**config.mk**
```make
export PLATFORM = sky130hd
export DESIGN_NAME = output_slice_scheduler_flat
export DESIGN_NICKNAME = d
export VERILOG_FILES = /design/src/rtl/output_slice_scheduler_pkg.sv /design/src/rtl/output_slice_scheduler_if.sv /design/src/rtl/output_slice_scheduler_out_skid_reg.sv /design/src/rtl/output_slice_scheduler.sv /design/src/flat_wrapper.sv
export SDC_FILE = /design/constraint.sdc
export NUM_CORES = 1
export LEC_CHECK = 0
export ABC_AREA = 1
export CORE_AREA = 2 2 340 342
export CTS_BUF_LIST = sky130_fd_sc_hd__clkbuf_4 sky130_fd_sc_hd__clkbuf_8
export DETAILED_ROUTE_END_ITERATION = 6
export DIE_AREA = 0 0 342 344
export GPL_TIMING_DRIVEN = 0
export PLACE_DENSITY = 0.38
export SYNTH_ARGS = -nofsm -noshare
export SYNTH_HDL_FRONTEND = slang
export SYNTH_SLANG_ARGS = --single-unit
```
**constraint.sdc**
```tcl
create_clock -name clk -period 5.91 [get_ports clk]
set_clock_uncertainty 0.1 [all_clocks]
set_input_delay 1.4775 -clock clk [delete_from_list [all_inputs] [get_ports clk]]
set_output_delay 1.4775 -clock clk [all_outputs]
set_load 0.01 [all_outputs]
```
**src/rtl/output_slice_scheduler_pkg.sv**
```systemverilog
// Shared word width, FSM encoding and sideband flag layout for the slice scheduler.
// Pure declarations: no latency, no backpressure.
package output_slice_scheduler_pkg;

  localparam int WORD_W       = 168;
  localparam int PIX_PER_WORD = 4;

  typedef enum logic [1:0] {
    ST_IDLE = 2'd0,
    ST_RUN  = 2'd1,
    ST_DONE = 2'd2
  } state_t;

  typedef struct packed {
    logic sof;
    logic eol;
    logic eof;
  } flags_t;

  function automatic int unsigned words_for_width(int unsigned width);
    return (width + PIX_PER_WORD - 1) / PIX_PER_WORD;
  endfunction

endpackage

```
**src/rtl/output_slice_scheduler_if.sv**
```systemverilog
// Slice input buses plus the raster output stream of the slice scheduler.
// Latency and backpressure are defined by the module that drives the master side.
interface output_slice_scheduler_if #(
  parameter int MAX_SLICES = 4
);

  logic [MAX_SLICES-1:0]                                     in_valid;
  logic [MAX_SLICES*output_slice_scheduler_pkg::WORD_W-1:0]  in_data;
  logic [MAX_SLICES-1:0]                                     in_ready;
  logic                                                      out_valid;
  logic [output_slice_scheduler_pkg::WORD_W-1:0]             out_data;
  logic                                                      out_ready;
  logic                                                      out_sof;
  logic                                                      out_eol;
  logic                                                      out_eof;

  modport master (
    input  in_valid, in_data, out_ready,
    output in_ready, out_valid, out_data, out_sof, out_eol, out_eof
  );

  modport slave (
    output in_valid, in_data, out_ready,
    input  in_ready, out_valid, out_data, out_sof, out_eol, out_eof
  );

endinterface

```
**src/rtl/output_slice_scheduler_out_skid_reg.sv**
```systemverilog
// Registered valid/ready output stage carrying a data word plus sof/eol/eof flags.
// Latency 1 cycle; accepts when empty or being drained, flush empties it next cycle.
module out_skid_reg
  import output_slice_scheduler_pkg::*;
(
  input  logic              clk,
  input  logic              rst_n,
  input  logic              flush,
  input  logic              in_vld,
  input  logic [WORD_W-1:0] in_dat,
  input  flags_t            in_flags,
  output logic              in_rdy,
  output logic              out_vld,
  output logic [WORD_W-1:0] out_dat,
  output flags_t            out_flags,
  input  logic              out_rdy
);

  assign in_rdy = out_rdy | ~out_vld;

  always_ff @(posedge clk or negedge rst_n) begin
    if (!rst_n) begin
      out_vld   <= 1'b0;
      out_flags <= '0;
    end else if (flush) begin
      out_vld   <= 1'b0;
      out_flags <= '0;
    end else if (in_rdy) begin
      out_vld   <= in_vld;
      out_flags <= in_vld ? in_flags : '0;
    end
  end

  // Data path carries no reset: it is only observed while out_vld is high.
  always_ff @(posedge clk) begin
    if (in_rdy && in_vld && !flush) begin
      out_dat <= in_dat;
    end
  end

endmodule

```
**src/rtl/output_slice_scheduler.sv**
```systemverilog
// Merges per-slice output buffers into one raster stream, slice by slice within each line.
// Latency 1 cycle; only the current slice sees in_ready, gated by output-stage space.
module output_slice_scheduler
  import output_slice_scheduler_pkg::*;
#(
  parameter int MAX_SLICE_WIDTH = 2560,
  parameter int MAX_SLICES      = 4,
  parameter int MAX_PIC_HEIGHT  = 2160
) (
  input  logic                               clk,
  input  logic                               rst_n,
  input  logic                               sof,
  input  logic [$clog2(MAX_SLICE_WIDTH)-1:0] slice_width,
  input  logic [$clog2(MAX_SLICES):0]        slices_per_line,
  input  logic [$clog2(MAX_PIC_HEIGHT):0]    pic_height,
  output_slice_scheduler_if.master           bus
);

  localparam int WW  = $clog2(MAX_SLICE_WIDTH);
  localparam int SPW = $clog2(MAX_SLICES) + 1;
  localparam int PHW = $clog2(MAX_PIC_HEIGHT) + 1;

  state_t           state_q, state_d;
  logic [WW-1:0]    wps_q;
  logic [SPW-1:0]   spl_q;
  logic [PHW-1:0]   ph_q;
  logic [SPW-1:0]   slice_idx_q, slice_idx_d;
  logic [WW-1:0]    word_cnt_q, word_cnt_d;
  logic [PHW-1:0]   line_cnt_q, line_cnt_d;
  logic             first_q, first_d;

  logic                  sel_vld;
  logic [WORD_W-1:0]     sel_dat;
  logic [MAX_SLICES-1:0] in_ready_d;
  logic                  skid_rdy;
  logic                  grant;
  logic                  xfer;
  logic                  last_word, last_slice, last_line;
  flags_t                cur_flags, out_flags;

  always_comb begin
    sel_vld = 1'b0;
    sel_dat = '0;
    for (int s = 0; s < MAX_SLICES; s++) begin
      if (slice_idx_q == SPW'(s)) begin
        sel_vld = bus.in_valid[s];
        sel_dat = bus.in_data[s*WORD_W +: WORD_W];
      end
    end
  end

  // sof wins over a coincident transfer, so the grant is withheld that cycle.
  assign grant = (state_q == ST_RUN) && !sof && skid_rdy;
  assign xfer  = grant && sel_vld;

  always_comb begin
    in_ready_d = '0;
    for (int s = 0; s < MAX_SLICES; s++) begin
      in_ready_d[s] = grant && (slice_idx_q == SPW'(s));
    end
  end

  assign bus.in_ready = in_ready_d;

  assign last_word  = (word_cnt_q == wps_q - WW'(1));
  assign last_slice = (slice_idx_q == spl_q - SPW'(1));
  assign last_line  = (line_cnt_q == ph_q - PHW'(1));

  assign cur_flags.sof = first_q;
  assign cur_flags.eol = last_word && last_slice;
  assign cur_flags.eof = last_word && last_slice && last_line;

  always_comb begin
    state_d     = state_q;
    slice_idx_d = slice_idx_q;
    word_cnt_d  = word_cnt_q;
    line_cnt_d  = line_cnt_q;
    first_d     = first_q;
    if (sof) begin
      state_d     = ST_RUN;
      slice_idx_d = '0;
      word_cnt_d  = '0;
      line_cnt_d  = '0;
      first_d     = 1'b1;
    end else begin
      case (state_q)
        ST_RUN: begin
          if (xfer) begin
            first_d = 1'b0;
            if (last_word) begin
              word_cnt_d = '0;
              if (last_slice) begin
                slice_idx_d = '0;
                line_cnt_d  = line_cnt_q + PHW'(1);
                if (last_line) begin
                  state_d = ST_DONE;
                end
              end else begin
                slice_idx_d = slice_idx_q + SPW'(1);
              end
            end else begin
              word_cnt_d = word_cnt_q + WW'(1);
            end
          end
        end
        ST_DONE: begin
          // The eof word sits in the output stage until downstream takes it.
          if (!bus.out_valid || bus.out_ready) begin
            state_d = ST_IDLE;
          end
        end
        default: begin
          state_d = ST_IDLE;
        end
      endcase
    end
  end

  always_ff @(posedge clk or negedge rst_n) begin
    if (!rst_n) begin
      state_q <= ST_IDLE;
    end else begin
      state_q <= state_d;
    end
  end

  always_ff @(posedge clk or negedge rst_n) begin
    if (!rst_n) begin
      slice_idx_q <= '0;
      word_cnt_q  <= '0;
      line_cnt_q  <= '0;
      first_q     <= 1'b0;
    end else begin
      slice_idx_q <= slice_idx_d;
      word_cnt_q  <= word_cnt_d;
      line_cnt_q  <= line_cnt_d;
      first_q     <= first_d;
    end
  end

  always_ff @(posedge clk or negedge rst_n) begin
    if (!rst_n) begin
      wps_q <= '0;
      spl_q <= '0;
      ph_q  <= '0;
    end else if (sof) begin
      wps_q <= WW'(words_for_width(32'(slice_width)));
      spl_q <= slices_per_line;
      ph_q  <= pic_height;
    end
  end

  out_skid_reg u_out_skid (
    .clk       (clk),
    .rst_n     (rst_n),
    .flush     (sof),
    .in_vld    (xfer),
    .in_dat    (sel_dat),
    .in_flags  (cur_flags),
    .in_rdy    (skid_rdy),
    .out_vld   (bus.out_valid),
    .out_dat   (bus.out_data),
    .out_flags (out_flags),
    .out_rdy   (bus.out_ready)
  );

  assign bus.out_sof = out_flags.sof;
  assign bus.out_eol = out_flags.eol;
  assign bus.out_eof = out_flags.eof;

endmodule

```
**src/flat_wrapper.sv**
```systemverilog
// flat-port wrapper written by rule: the top's interface ports become plain ports
module output_slice_scheduler_flat import output_slice_scheduler_pkg::*;
#(
  parameter int MAX_SLICE_WIDTH = 2560,
  parameter int MAX_SLICES      = 4,
  parameter int MAX_PIC_HEIGHT  = 2160
)
  (clk, rst_n, sof, slice_width, slices_per_line, pic_height, bus_in_valid, bus_in_data, bus_out_ready, bus_in_ready, bus_out_valid, bus_out_data, bus_out_sof, bus_out_eol, bus_out_eof);
  output_slice_scheduler_if #(.MAX_SLICES(MAX_SLICES)) bus_i ();
  input  logic clk;
  input  logic rst_n;
  input  logic sof;
  input  logic [$clog2(MAX_SLICE_WIDTH)-1:0] slice_width;
  input  logic [$clog2(MAX_SLICES):0] slices_per_line;
  input  logic [$clog2(MAX_PIC_HEIGHT):0] pic_height;
  input wire logic [$bits(bus_i.in_valid)-1:0] bus_in_valid;
  input wire logic [$bits(bus_i.in_data)-1:0] bus_in_data;
  input wire logic [$bits(bus_i.out_ready)-1:0] bus_out_ready;
  output wire logic [$bits(bus_i.in_ready)-1:0] bus_in_ready;
  output wire logic [$bits(bus_i.out_valid)-1:0] bus_out_valid;
  output wire logic [$bits(bus_i.out_data)-1:0] bus_out_data;
  output wire logic [$bits(bus_i.out_sof)-1:0] bus_out_sof;
  output wire logic [$bits(bus_i.out_eol)-1:0] bus_out_eol;
  output wire logic [$bits(bus_i.out_eof)-1:0] bus_out_eof;
  assign bus_i.in_valid = bus_in_valid;
  assign bus_i.in_data = bus_in_data;
  assign bus_i.out_ready = bus_out_ready;
  assign bus_in_ready = bus_i.in_ready;
  assign bus_out_valid = bus_i.out_valid;
  assign bus_out_data = bus_i.out_data;
  assign bus_out_sof = bus_i.out_sof;
  assign bus_out_eol = bus_i.out_eol;
  assign bus_out_eof = bus_i.out_eof;
  output_slice_scheduler #(.MAX_SLICE_WIDTH(MAX_SLICE_WIDTH), .MAX_SLICES(MAX_SLICES), .MAX_PIC_HEIGHT(MAX_PIC_HEIGHT)) u_core (.clk(clk), .rst_n(rst_n), .sof(sof), .slice_width(slice_width), .slices_per_line(slices_per_line), .pic_height(pic_height), .bus(bus_i));
endmodule
```
==> Word level (Yosys, flattened, before mapping) <==
Index checks and enable logic that the tools add are counted.
{ "classes": {"add_sub_neg": 8, "mul": 0, "n_div": 0, "order_cmp": 0, "n_eq_ne": 13, "shifts": 0, "n_mux": 37, "n_bitwise": 2, "n_reduce_logical": 24} }
{ "op_table": {"columns": ["operator", "n"], "rows": [
  ["$mux 168", 4],
  ["$mux 13", 5],
  ["$mux 12", 4],
  ["$mux 3", 8],
  ["$sub 14x1->14 const B", 1],
  ["$add 12x3->13 const B", 1],
  ["$add 13x1->13 const B", 1],
  ["$eq 13x13->1", 1],
  ["$sub 13x1->13 const B", 1],
  ["$add 12x1->12 const B", 1],
  ["$eq 12x12->1", 1],
  ["$mux 2", 6],
  ["$ne 3x2->1 const B", 4],
  ["$sub 12x1->12 const B", 1],
  ["$logic_and 1x1->1", 11],
  ["$reduce_bool 2->1", 5],
  ["$mux 1", 9],
  ["$eq 3x2->1 const B", 2],
  ["$reduce_and 5->1", 1],
  ["$pmux 2 s2", 1],
  ["$reduce_and 4->1", 1],
  ["$add 3x1->3 const B", 1],
  ["$eq 3x1->1 const B", 1],
  ["$eq 3x3->1", 1],
  ["other kinds (11)", 12]
]} }
{ "totals": {"register_bits": 231, "latchBits": 0, "mem_bits_rw": 0, "romBits": 0, "inputBits": 708, "out_inout_bits": 176, "wordCells": 97, "mem_count": 0} }

==> Logic depth before layout (Yosys ltp) <==
Gate-level depths: netlist of run 1.
{ "logic_depth": {"depth_word": 9, "ltp_mapped": 16, "depth_no_buf": 16} }

==> By module <==
From an unflattened synthesis of run 1, not the netlist that was laid out.
{ "unflattened": {"cells_unflattened": 1970, "hier_area_um2": 14455.1} }
{ "by_module_without_submodules": {"columns": ["module", "instances", "cells_each", "area_per_inst_um2", "seq_area_each_um2"], "rows": [
  ["output_slice_scheduler", 1, 1781, 9223.8, 1451.4],
  ["out_skid_reg", 1, 189, 5231.3, 5144.9]
]} }

==> Worst setup path after synthesis of run 1 <==
No wires, ideal clock.
{ "synth_path": {"path_type": "in2reg", "from": "in sof", "to": "reg u_core.word_cnt_q[0]", "setup_time_ps": 100, "t_arrival_ps": 6014, "t_required_ps": 5710, "slack_ps": -305, "stages": 7, "n_path_buf": 0, "path_cell_list": "nor2_1 > nand2_1 > nor2_2 > nand2_2 > inv_1 > nand3_2 > o21ai_0"} }
{ "synth_via": {"elab_chain_len": 6, "elab_cells_between_ends": 8, "classes_between": "1 x mux; 7 x reduce/logical"} }
{ "synth_lines": {"columns": ["item", "line_no", "source"], "rows": [
  ["from (decl)", "flat_wrapper.sv:12", "input logic sof;"],
  ["$logic_not 1->1", "output_slice_scheduler.sv:53", "assign grant = (state_q == ST_RUN) && !sof && skid_rdy;"],
  ["$logic_and 1x1->1 (2 in a row)", "output_slice_scheduler.sv:53", null],
  ["$logic_and 1x1->1", "output_slice_scheduler.sv:54", "assign xfer = grant && sel_vld;"],
  ["$reduce_bool 2->1 (no line)", null, null],
  ["$reduce_and 2->1 (no line)", null, null],
  ["to (signal assigned)", "output_slice_scheduler.sv:135", "word_cnt_q <= word_cnt_d;"],
  ["to (decl)", "output_slice_scheduler.sv:28", "logic [WW-1:0] word_cnt_q, word_cnt_d;"]
]} }
Parallel ways exist; a longest one is shown, timed or not.
A chain may end at the register's enable or synchronous reset.

==> Worst setup path in the final report of run 1 <==
{ "layout_path": {"from": "reg u_core.slice_idx_q[0]", "to": "out bus_in_ready[2]"} }
{ "layout_via": {"elab_chain_len": 2} }
{ "layout_lines": {"columns": ["item", "line_no", "source"], "rows": [
  ["from (decl)", "output_slice_scheduler.sv:27", "logic [SPW-1:0] slice_idx_q, slice_idx_d;"],
  ["from (signal assigned)", "output_slice_scheduler.sv:134", "slice_idx_q <= slice_idx_d;"],
  ["$eq 3x2->1", "output_slice_scheduler.sv:59", "in_ready_d[s] = grant && (slice_idx_q == SPW'(s));"],
  ["$logic_and 1x1->1", "output_slice_scheduler.sv:59", null],
  ["to (decl)", "flat_wrapper.sv:19", "output wire logic [$bits(bus_i.in_ready)-1:0] bus_in_ready;"]
]} }
No other way between the ends.

==> reports/results.ini, run 1 <==
[timing]
slew_headroom_pct=25.5
max_freq_mhz=217
tightest_slew_ns=1.12
drv_slew=0
setup_viol=0
period_needed_ns=4.60
hold_viol_final=0
rsz0062_at_grt=false
tns_ns=0
fin_crit_sh_pct=77.8

[floorplan]
die-area_um2=118000
start_util_pct=12.6
core_area_um2=114000
pin_count=884
die_h_um=344
fp.dieW_um=342
num_rows=124

[critical_path]
crit_fanout=10
crit_type=reg2out
r2r_start=u_core.slice_idx_q[0]
cp_num_buf_inv=3
r2r_slack_ns=1.75
start_kind=flip-flop
startpoint=u_core.slice_idx_q[0]
required_ns=4.33
crit_path_end=bus_in_ready[2]
crit_arrival_ns=3.02
critPathMaxStageDelay_ns=0.61
reg2reg_depth=8
end_kind=output port
crit_family=buffers and inverters
crit_chain=inv_1 -> ha_1 -> nand2_1 -> clkbuf_1 -> nor2_1 -> clkdlybuf4s50_1
reg2reg_to=u_core.u_out_skid.out_dat[9]
cp_slowest_cell=clkbuf_1
critical_path_cell_count=6

[detailed_routing]
dr.pass1.iters=5
drtAntennaViolNets=0
dr.first_iter.drc_count=1123
drc=0
avgViaCountPerCell=3.88
vias=17300
wire_per_inst_um=23.3
drt_wl_total_um=103000

[placed_design]
io_buffers=883
dp_hpwl_um=86100
dp_cells=4343
gp_congestion=0.884

[clocking]
cts_resized=0
hold_buffers=0
htreeDepth=2
clkLatencyLatePin_ns=0.70
path_clk_slew_ns=0.05
cts_tree=yes
post_cts_buffers=0
cts_buffers=54
cts_max_path_buffers=3
cts_root_buf=clkbuf_8
clock-sinks=231

[power_and_ir_drop]
pwr_density_cell_nw_per_um2=465
ir_drop_v=0.000144
p_leak_uw=0.00993
finalPower_uw=12200

[yosys]
syn_inst=1942
syn_nets=2661
syn_area_per_cell_um2=7.40
yosys_warnings=0
synthesis.area_um2=14400
synth-seq-cells=231
synthDistinctLibCells=36
ys_seq_area_share_pct=46.1

[global_routing]
grtUsageTotal_pct=16.6
grt_max_degree=40
grt_first_pass_wirelength_um=137000
grt_pass1_vias=17200
grt_overflow=0
antenna_found_initial=22

[cells_and_area]
layoutNonFillerInstCount=4449
synthToLayoutAreaGrowth_pct=83.0
multi_input_area_um2=6890
drive_above_1_share_pct=5.97
nFillCells=12700
register_area_um2=6620
final_nets=3606

[run]
cap_violations=0

[min_path]
hold_class=reg2reg

[run_status]
outcome=completed

-- worst min-delay path by stage --
stage,startpoint,end,cells past startpoint
detailed placement,u_core.ph_q[12],u_core.ph_q[12],2
global placement,u_core.ph_q[12],u_core.ph_q[12],2
global route,u_core.ph_q[12],u_core.ph_q[12],2
finish,u_core.ph_q[12],u_core.ph_q[12],2
floorplan,u_core.ph_q[12],u_core.ph_q[12],2
CTS,u_core.ph_q[12],u_core.ph_q[12],2
-- synthesized netlist by cell type, drive strengths merged --
cell / number / area [um2]
clkinv: 1 / 3.75
nand4: 9 / 71.3
o21bai: 4 / 30.0
inv: 89 / 334
a31oi: 4 / 25.0
a22oi: 1 / 7.51
clkbuf: 82 / 308
a21oi: 7 / 35.0
dfrtp: 63 / 1580
nand2: 716 / 2720
buf: 40 / 211
nand3: 213 / 1070
edfxtp: 168 / 5040
nor4: 4 / 25.0
o22ai: 8 / 50.1
ha: 11 / 138
or2: 3 / 18.8
o21ai: 376 / 1910
o31ai: 1 / 7.51
xnor2: 8 / 70.1
o211ai: 1 / 7.51
xor2: 32 / 280
nor3: 4 / 20.0
nor2: 97 / 407
-- power breakdown --
group          switching, uW  internal (uW)  total (uW)
Sequential               237           2860        3100
Clock                    892           1030        1920
Combinational           4660           2550        7210
-- area by class of cell --
cell class | instances | area share, %
Timing Repair Buffer | 889 | 34.1
Multi-Input combinational cell | 1499 | 26.2
Sequential cell | 231 | 25.2
Tap cell | 1512 | 7.19
Clock buffer | 74 | 3.40
Buffer | 122 | 1.98
Inverter | 90 | 1.30
Clock inverter | 25 | 0.599
Antenna cell | 7 | 0.0666
-- registers in the layout, summed over array words and instances (netlist names) --
register and flops:
u_core.wps_q 12, u_core.u_out_skid.out_flags 3, u_core.first_q 1, u_core.word_cnt_q 12
u_core.u_out_skid.out_dat 168, u_core.u_out_skid.out_vld 1, u_core.line_cnt_q 13, u_core.slice_idx_q 3
u_core.spl_q 3, u_core.state_q 2, u_core.ph_q 13
-- kinds of logic (layout without fill, tap and decap cells) --
| logic type | Yosys count | after routing | synth area share, % |
|---|---|---|---|
| simple gates | 1046 | 1046 | 30.2 |
| xor+xnor | 40 | 40 | 2.44 |
| other cells | 0 | 7 | 0 |
| flops | 231 | 231 | 46.1 |
| compound gates | 402 | 402 | 14.4 |
| buf+inv | 212 | 1200 | 5.96 |
| fa+ha+maj | 11 | 11 | 0.958 |
-- cells in the final DEF (no fill, tap or decap), types with 37 or more instances in the layout --
cell type and count:
dfrtp_1 63, buf_2 37, clkbuf_1 81, clkdlybuf4s50_1 882
nand3_1 212, o21ai_1 76, o21ai_0 293, inv_1 83
clkbuf_8 54, edfxtp_1 168, nor2_1 86, nand2_1 705
-- stage by stage --
stage	hold WS, ns	setup WS (ns)	instance area [um2]	utilization, %
after floorplan	0.361	0.986	14400	-
after global placement	0.393	-2.01	25100	22.0
after detailed placement	0.396	1.43	25200	22.2
after CTS	0.412	1.11	26300	23.1
after global routing	0.450	1.03	26300	23.1
final	0.404	1.31	26300	23.1
-- worst reg2reg max path, cell delays in order, from the launching register on --
cell and delay, ns:
dfrtp_1 0.42, inv_1 0.12, ha_1 0.23, nand2_1 0.31
buf_2 0.57, buf_2 0.42, clkbuf_1 0.84, o21ai_0 0.16
o21ai_0 0.65
-- layer usage --
layer	global-route usage [%]	routed length (um)
met4	3.27	1800
met2	27.8	48600
met1	21.0	44000
met3	5.23	8990
met5	0	55
No activity file was read; power rests on OpenSTA's default activity.
==> run 2, diff against run 1 <==
clock period = 4.6 ns   (was 5.91 ns; I/O delays follow)
==> results of run 2 <==
Same layout as run 1 (identical final DEF). Status: completed.
Among the figures that moved: setup slack after placement 1.43 ns -> 0.254 ns; clock-pin slew on the worst setup and hold paths 0.05 ns -> 0.06 ns; setup slack after layout 1.31 ns -> 0.327 ns; hold slack 0.404 ns -> 0.263 ns; register-to-register setup slack 1.75 ns -> 0.44 ns; total power 12200 uW -> 15700 uW; worst IR drop on VDD 0.000144 V -> 0.000185 V
==> run 3, diff against run 2 <==
ABC_CLOCK_PERIOD_IN_PS = 4600   (was not set)
==> results of run 3 <==
Same layout as run 1 (identical final DEF). Status: completed.
Among the figures that moved: setup slack after placement 1.43 ns -> 0.254 ns; clock-pin slew on the worst setup and hold paths 0.05 ns -> 0.06 ns; setup slack after layout 1.31 ns -> 0.327 ns; hold slack 0.404 ns -> 0.263 ns; register-to-register setup slack 1.75 ns -> 0.44 ns; total power 12200 uW -> 15700 uW; worst IR drop on VDD 0.000144 V -> 0.000185 V
